**config.mk**
```make
export PLATFORM = sky130hd
export DESIGN_NAME = controller_fifo_packer
export DESIGN_NICKNAME = d
export VERILOG_FILES = /design/src/rtl/controller_fifo_packer.sv
export SDC_FILE = /design/constraint.sdc
export NUM_CORES = 1
export LEC_CHECK = 0
export CAP_MARGIN = 20
export CELL_PAD_IN_SITES_DETAIL_PLACEMENT = 0
export CELL_PAD_IN_SITES_GLOBAL_PLACEMENT = 1
export CORE_ASPECT_RATIO = 0.6
export CORE_MARGIN = 4
export CORE_UTILIZATION = 28
export CTS_CLUSTER_SIZE = 25
export DETAILED_ROUTE_END_ITERATION = 16
export GPL_ROUTABILITY_DRIVEN = 0
export PLACE_DENSITY = 0.62
export RECOVER_POWER = 50
export SETUP_SLACK_MARGIN = 0.2
export SLEW_MARGIN = 30
export SYNTH_ARGS = -nofsm -noshare
export SYNTH_HDL_FRONTEND = slang
export SYNTH_SLANG_ARGS = --single-unit
```
**constraint.sdc**
```tcl
create_clock -name clk -period 2.55 [get_ports clk]
set_input_delay 0.765 -clock clk [delete_from_list [all_inputs] [get_ports clk]]
set_output_delay 0.765 -clock clk [all_outputs]
set_load 0.1 [all_outputs]
```
**src/rtl/controller_fifo_packer.sv**
```systemverilog
// controller_fifo_packer
//   Word-in / packet-out FIFO. Single words of dbits are written one at a
//   time; a read removes rd_pkt words at once and presents them as one
//   registered packet on dout, oldest word in the least-significant slot.
//
// Ports
//   clk          single clock, all state updates on the rising edge
//   reset        synchronous active-high reset
//   wr, din      write request and write word
//   rd           packet read request
//   dout         registered read packet (dbits*rd_pkt), holds between reads
//   dout_valid   one-cycle pulse after an accepted read
//   count        words stored (abits+1 bits)
//   empty, full, almost_full, rd_ready   decoded from the registered count
//   overflow     sticky: a write was dropped
//   underflow    sticky: a read was rejected (fewer than rd_pkt words)

module controller_fifo_packer #(
    parameter int abits    = 3,
    parameter int dbits    = 2,
    parameter int rd_pkt   = 2,
    parameter int af_level = 6
) (
    input  logic                    clk,
    input  logic                    reset,
    input  logic                    wr,
    input  logic                    rd,
    input  logic [dbits-1:0]        din,
    output logic [dbits*rd_pkt-1:0] dout,
    output logic                    dout_valid,
    output logic [abits:0]          count,
    output logic                    empty,
    output logic                    full,
    output logic                    almost_full,
    output logic                    rd_ready,
    output logic                    overflow,
    output logic                    underflow
);

    localparam int DEPTH = 2**abits;

    localparam logic [abits:0]   DEPTH_C = (abits+1)'(DEPTH);
    localparam logic [abits:0]   PKT_C   = (abits+1)'(rd_pkt);
    localparam logic [abits:0]   AF_C    = (abits+1)'(af_level);
    localparam logic [abits:0]   ONE_C   = (abits+1)'(1);
    // rd_pkt == DEPTH truncates to 0, which is the correct modulo advance.
    localparam logic [abits-1:0] PKT_P   = abits'(rd_pkt);
    localparam logic [abits-1:0] ONE_P   = abits'(1);

    logic [dbits-1:0]        mem [DEPTH];
    logic [abits-1:0]        wr_ptr;
    logic [abits-1:0]        rd_ptr;
    logic                    rd_acc;
    logic                    wr_acc;
    logic [abits:0]          count_next;
    logic [dbits*rd_pkt-1:0] rd_pkt_data;

    assign empty       = (count == '0);
    assign full        = (count == DEPTH_C);
    assign almost_full = (count >= AF_C);
    assign rd_ready    = (count >= PKT_C);

    // A read frees space in the same cycle, so a write into a full FIFO is
    // still accepted when a packet read is accepted alongside it.
    assign rd_acc = rd && rd_ready;
    assign wr_acc = wr && (!full || rd_acc);

    always_comb begin
        count_next = count + (wr_acc ? ONE_C : '0) - (rd_acc ? PKT_C : '0);
    end

    // Gather the rd_pkt oldest words; the pointer sum wraps modulo DEPTH.
    always_comb begin
        rd_pkt_data = '0;
        for (int i = 0; i < rd_pkt; i++) begin
            rd_pkt_data[i*dbits +: dbits] = mem[rd_ptr + abits'(i)];
        end
    end

    always_ff @(posedge clk) begin
        if (reset) begin
            wr_ptr     <= '0;
            rd_ptr     <= '0;
            count      <= '0;
            dout       <= '0;
            dout_valid <= 1'b0;
            overflow   <= 1'b0;
            underflow  <= 1'b0;
        end else begin
            if (wr_acc) begin
                wr_ptr <= wr_ptr + ONE_P;
            end
            if (rd_acc) begin
                rd_ptr <= rd_ptr + PKT_P;
                dout   <= rd_pkt_data;
            end
            dout_valid <= rd_acc;
            count      <= count_next;
            if (wr && !wr_acc) begin
                overflow <= 1'b1;
            end
            if (rd && !rd_acc) begin
                underflow <= 1'b1;
            end
        end
    end

    // Storage is not reset; the write is gated by reset so that unknown
    // wr/din during reset cannot disturb it.
    always_ff @(posedge clk) begin
        if (!reset && wr_acc) begin
            mem[wr_ptr] <= din;
        end
    end

endmodule
```
==> flow_metrics.py, run 1 <==
metrics = {
    "drt": {
        "drc_errors": 0,
        "ant_nets": 0,
        "vias_per_cell": 4.573,
        "drt_iter0_drc": 63,
        "drt-total-wl_mm": 3.146,
        "drt-pass1-iter-count": 4,
        "vias": 1006,
        "post_drt_wl_per_cell_um": 14.30,
    },
    "yosys": {
        "synth-edff-count": 16,
        "synth_top_area_share_pct": 33.71,
        "yosys_warnings": 0,
        "syn-num-nets": 136,
        "synth_seq_cells": 32,
        "ys_seq_area_share_pct": 56.19,
        "syn_inst": 122,
        "netlist_area_um2": 1425,
        "yosysTopAreaCell": "edfxtp_1",
        "synth_common_cells": "dfxtp_1 (16), edfxtp_1 (16), nor2_1 (9)",
        "yosysUniqueCellTypes": 35,
        "syn_avg_cell_area_um2": 11.68,
        "synth_area_leaders": "edfxtp_1 (34%), dfxtp_1 (22%), ha_1 (7.0%)",
        "async_flop_share_pct": 0,
        "ys.flop_type": "edfxtp_1",
    },
    "final_layout": {
        "fin_area_um2": 1953,
        "nFillCells": 470,
        "final_cells": 220,
        "antenna_cells": 0,
        "syn_to_final_growth_pct": 37.05,
        "fin_nets": 170,
        "post-route-util_pct": 41.29,
        "drive_gt1_share_pct": 32.48,
    },
    "timing": {
        "clock_skew_ns": 0.01130,
        "fmax_mhz": 436.1,
        "report.final.slew_viol_count": 0,
        "slew_headroom_pct": 22.10,
        "worst_slew_pin_slew_ns": 1.174,
        "whs_ns": 0.4760,
        "setup_violations": 0,
        "timing.final.crit_share_pct": 89.91,
        "hold_viol": 0,
        "post-route-min-period_ns": 2.293,
        "fin_setup_tns_ns": 0,
        "rsz0062_at_grt": "yes",
    },
    "min_path": {
        "hp-start": "overflow",
        "hold_path_class": "reg -> reg",
        "holdPathEnd": "overflow",
        "holdPathStages": 2,
    },
    "clocking": {
        "cts_made_buffers": 5,
        "htree_levels": 2,
        "clockRootBuffer": "clkbuf_8",
        "clkTransAtPathRegs_ns": 0.06,
        "insertion_delay_ns": 0.28,
        "clk_path_buf_depth": 2,
        "cts_tree": "built",
        "hold_buffers": 0,
        "clkSinkCount": 32,
    },
    "worst_setup_path": {
        "cp_max_fo": 3,
        "slowest_stage": "or3b_4",
        "cp.arrival_ns": 1.53,
        "required_ns": 1.79,
        "reg2reg_slack_ns": 0.32,
        "crit_path_end_kind": "primary output",
        "timing.rr.start": "count[2]",
        "r2r_cells": 10,
        "crit_chain": "inv_4 -> ha_1 -> or3b_4 -> clkinvlp_4 -> buf_12",
        "critPathKind": "reg -> out",
        "crit_path_start": "count[2]",
        "r2r_end": "count[3]",
        "slowest_delay_ns": 0.41,
        "start_kind": "flop",
    },
    "global_route": {
        "grt_remaining_overflow": 0,
        "grt_max_degree": 18,
        "grt_usage_pct": 10.89,
        "grt_first_pass_wirelength_mm": 5.237,
        "antenna_found_initial": 0,
        "grt_pass1_vias": 1000,
    },
    "placement": {
        "portBuffers": 20,
        "placed_cell_area_um2": 1814,
        "dp_hpwl_mm": 2.397,
        "dp.cells": 208,
    },
    "die": {
        "ios": 21,
        "die_h_um": 63.26,
        "std_cell_rows": 19,
        "start_util_pct": 30.12,
        "core-area_um2": 4731,
        "dieArea_um2": 6332,
        "die_x_um": 100.1,
    },
    "power": {
        "power_density_nw_per_um2": 1271,
        "power_leakage_nw": 0.7346,
        "max-vdd-ir-drop_uv": 609.3,
    },
    "flow_run": {
        "max_cap_viol_count": 0,
    },
    "run_status": {
        "status": "complete, no violations",
    },
}
## metal layers
layer | global-route usage [%] | up-vias | wire length, um
met4 | 3.529 | 0 | 34
li1 | - | 508 | -
met1 | 15.90 | 476 | 1737
met2 | 14.37 | 18 | 1182
met5 | 0 | - | 0
met3 | 4.410 | 4 | 192
## worst max-delay path: cells and delay by family (launching register included)
family / cells / cell delay (ns)
fa+ha+maj: 1 / 0.13
buf+inv: 3 / 0.35
flops: 1 / 0.36
simple gates: 1 / 0.41
## per-stage QoR
stage	setup WS (ns)	power, mW
after floorplan	0.1553	1.663
after global placement	-0.02436	2.000
after detailed placement	-0.04241	2.005
after CTS	0.2280	2.452
after global routing	0.1743	2.625
final	0.2572	2.483
## worst max-delay path by stage
| stage | endpoint | slack, ns | cells after the start |
|---|---|---|---|
| 6_report | full | 0.26 | 5 |
| 4_1_cts | empty | 0.23 | 6 |
| 3_5_place_dp | mem[2][0] | -0.04 | 5 |
| 5_1_grt | empty | 0.17 | 6 |
| 3_3_place_gp | mem[2][0] | -0.02 | 5 |
| 2_1_floorplan | empty | 0.16 | 6 |
## area by class of cell
type | count | area (um^2) | area share, %
Sequential cell | 32 | 810.8 | 41.51
Clock buffer | 8 | 100.1 | 5.125
Timing Repair Buffer | 32 | 296.5 | 15.18
Multi-Input combinational cell | 75 | 594.3 | 30.43
Inverter | 10 | 72.57 | 3.716
Tap cell | 63 | 78.83 | 4.036
## power by group
group | total [mW] | internal (mW) | leakage, nW | switching [mW]
clock network | 0.419 | 0.246 | 0.0515 | 0.173
registers | 0.690 | 0.616 | 0.278 | 0.0737
logic | 1.37 | 0.473 | 0.405 | 0.901
## flip-flops by register name, indices dropped and copies added (netlist names)
name	cells
rd_ptr	2
underflow	1
count	4
mem	16
dout_valid	1
dout	4
overflow	1
wr_ptr	3
## cells in the final DEF, fill, tap and decap left out, types with 7 or more instances in the layout
cell type	n
a21oi_1	8
buf_4	15
clkbuf_8	7
dfxtp_1	12
edfxtp_1	16
ha_1	7
nor2_1	8
o21ai_0	8
## cells by family after synthesis
family / after synthesis / synth area share, %
AND/OR/NAND/NOR: 37 / 14.05
XOR/XNOR: 1 / 0.6147
adder cells (fa/ha/maj): 8 / 7.024
AO/OA/AOI/OAI: 24 / 10.54
flip-flops: 32 / 56.19
buffers and inverters: 15 / 4.564
multiplexers: 5 / 7.024
## timing repair
action | CTS | global route
resized for setup | 2 | 3
pin swaps | 0 | 1
endpoints found under the setup margin | 4 | 5
setup buffers | 1 | 3
(Power assumes the default switching activity.)
==> run 2: changes to the inputs <==
--- a/config.mk
+++ b/config.mk
@@ -10,14 +10,14 @@
 export CELL_PAD_IN_SITES_GLOBAL_PLACEMENT = 1
 export CORE_ASPECT_RATIO = 0.6
 export CORE_MARGIN = 4
-export CORE_UTILIZATION = 28
+export CORE_UTILIZATION = 42
 export CTS_CLUSTER_SIZE = 25
 export DETAILED_ROUTE_END_ITERATION = 16
 export GPL_ROUTABILITY_DRIVEN = 0
-export PLACE_DENSITY = 0.62
+export PLACE_DENSITY = 0.84
 export RECOVER_POWER = 50
 export SETUP_SLACK_MARGIN = 0.2
-export SLEW_MARGIN = 30
+export SLEW_MARGIN = 40
 export SYNTH_ARGS = -nofsm -noshare
 export SYNTH_HDL_FRONTEND = slang
 export SYNTH_SLANG_ARGS = --single-unit
==> constraint.sdc (replaced) <==
create_clock -name clk -period 2.56 [get_ports clk]
set_input_delay 0.768 -clock clk [delete_from_list [all_inputs] [get_ports clk]]
set_output_delay 0.768 -clock clk [all_outputs]
set_load 0.1 [all_outputs]
==> run 2 against run 1 <==
Net effect: clock-buffer cell count shrank 3; register-to-register slack is essentially flat; flip-flop and latch count did not move; routed wire length decreased by 9.4%; core utilization increased by 16 points; non-clock buffer count decreased by 1.
==> flow_metrics.py, run 2 (same netlist as run 1, synthesis figures left out) <==
metrics = {
    "run_status": {
        "status": "complete, no violations",
    },
    "drt": {
        "vias_per_cell": 4.970,
        "drt-total-wl_mm": 2.849,
        "drt-pass1-iter-count": 4,
        "drt_iter0_drc": 79,
        "vias": 999,
        "drc_errors": 0,
        "post_drt_wl_per_cell_um": 14.17,
        "ant_nets": 0,
    },
    "final_layout": {
        "seq_area_um2": 810.8,
        "final_cell_mix": "edfxtp_1 (16), dfxtp_1 (12), buf_4 (11)",
        "final_common_cell": "edfxtp_1",
        "largest-register": "mem",
        "multi_input_area_um2": 586.8,
        "antenna_cells": 0,
        "largest_register_ffs": 16,
        "drive_gt1_share_pct": 29.49,
        "nFillCells": 285,
        "reg_top3": "mem (16), count (4), dout (4)",
        "fin_nets": 169,
        "syn_to_final_growth_pct": 31.26,
    },
    "flow_run": {
        "max_cap_viol_count": 0,
    },
    "global_route": {
        "grt_usage_pct": 13.86,
        "grt_first_pass_wirelength_mm": 4.623,
        "grt_pass1_vias": 938,
        "grt_max_degree": 15,
        "grt_remaining_overflow": 0,
        "met3_usage_pct": 4.666,
        "met2_usage_pct": 19.15,
        "antenna_found_initial": 0,
        "busiest_layer": "met1",
        "met1_usage_pct": 20.21,
    },
    "placement": {
        "dp_hpwl_mm": 2.173,
        "portBuffers": 20,
    },
    "power": {
        "power_density_nw_per_um2": 1252,
        "clockPowerShare_pct": 15.1,
        "power.internal_mw": 1.218,
        "power_leakage_nw": 0.7001,
        "max-vdd-ir-drop_uv": 756.2,
        "comb_power_share_pct": 55.7,
        "swShare_pct": 47.98,
        "p_seq_share_pct": 29.2,
        "power_switching_mw": 1.124,
        "power_mw": 2.342,
    },
    "die": {
        "die_h_um": 53.12,
        "ios": 21,
        "dieArea_um2": 4420,
        "core-area_um2": 3263,
        "start_util_pct": 43.67,
        "std_cell_rows": 16,
        "die_x_um": 83.20,
    },
    "clocking": {
        "htree_levels": 2,
        "insertion_delay_ns": 0.27,
        "clkTransAtPathRegs_ns": 0.06,
        "clkSinkCount": 32,
        "cts_tree": "built",
        "clockRootBuffer": "clkbuf_8",
        "clk_path_buf_depth": 2,
        "hold_buffers": 0,
        "cts_made_buffers": 5,
    },
    "worst_setup_path": {
        "crit_path_end_kind": "flop",
        "timing.rr.start": "count[2]",
        "start_kind": "input pin",
        "cp.arrival_ns": 2.28,
        "r2r_end": "count[3]",
        "r2r_cells": 10,
        "reg2reg_slack_ns": 0.33,
        "required_ns": 2.49,
        "critPathKind": "in -> reg",
        "cp_max_fo": 14,
    },
    "timing": {
        "report.final.slew_viol_count": 0,
        "worst_slew_pin_slew_ns": 1.167,
        "rsz0062_at_grt": "no",
        "clock_skew_ns": 0.004738,
        "timing.final.crit_share_pct": 91.80,
        "hold_viol": 0,
        "fin_setup_tns_ns": 0,
        "post-route-min-period_ns": 2.350,
        "slew_headroom_pct": 22.57,
        "fmax_mhz": 425.5,
        "setup_violations": 0,
    },
    "min_path": {
        "hold_path_class": "reg -> reg",
        "holdPathStages": 2,
        "holdPathEnd": "dout[3]",
        "hp-start": "dout[3]",
    },
}
## run 2: changes by cell type in the layout (fill, tap and decap cells not counted), moves of 2 or more
cell / delta
clkbuf_8: -2
clkbuf_2: +2
clkinv_2: +2
clkbuf_1: +2
buf_4: -4
## run 2: worst max-delay path, stage by stage
cell,delay [ns]
dlygate4sd3_1,0.58
clkbuf_1,0.31
nand3b_1,0.28
nor3_1,0.33
## run 2: stage by stage
stage | setup slack, ns | hold WS, ns | instances | area [um^2] | utilization (%)
6_report | 0.2100 | 0.4800 | 201 | 1871 | 57.32
5_1_grt | 0.1112 | 0.5206 | 201 | 1871 | 57.32
4_1_cts | 0.2217 | 0.4834 | 198 | 1882 | 57.67
3_5_place_dp | 0.01822 | 0.4728 | 189 | 1784 | 54.68
3_3_place_gp | 0.06521 | 0.4496 | 189 | 1784 | 54.68
2_1_floorplan | 0.1623 | 0.5085 | 122 | 1499 | -
## run 2: power groups by stage
stage               combinational, mW  sequential (mW)  clock [mW]
finish                           1.30            0.683       0.354
global placement                 1.28            0.692           0
floorplan                       0.660            0.996           0
global route                     1.38            0.696       0.397
CTS                              1.30            0.687       0.368
detailed placement               1.28            0.696           0
## run 2: cell type report
cell class                      count  share of cell area [%]
Sequential cell                    32                   43.34
Tap cell                           45                   3.010
Inverter                           10                   3.880
Multi-Input combinational cell     75                   31.37
Timing Repair Buffer               31                   13.98
Clock buffer                        5                   3.679
Clock inverter                      3                  0.7358
## run 2: layer usage
layer  routed length (um)  vias to the layer above
li1                     -                      509
met1                 1471                      461
met2                 1211                       27
met3                  158                        2
met4                    8                        0
met5                    0                        -
## run 2: how the worst max path moves through the flow
stage	endpoint	slack [ns]	start	cells after the start
2_1_floorplan	empty	0.16	count[2]	6
3_3_place_gp	mem[2][0]	0.07	rd	5
3_5_place_dp	mem[1][0]	0.02	rd	5
4_1_cts	empty	0.22	count[2]	6
5_1_grt	mem[3][1]	0.11	reset	4
6_report	mem[3][1]	0.21	reset	4
## run 2: repair_timing
| item | 4_1_cts | 5_1_grt |
|---|---|---|
| setup endpoints to repair | 4 | 2 |
| gates resized for setup | 2 | 0 |
| cloned | 0 | 0 |
| pin swaps | 0 | 1 |
| setup buffers | 1 | 3 |
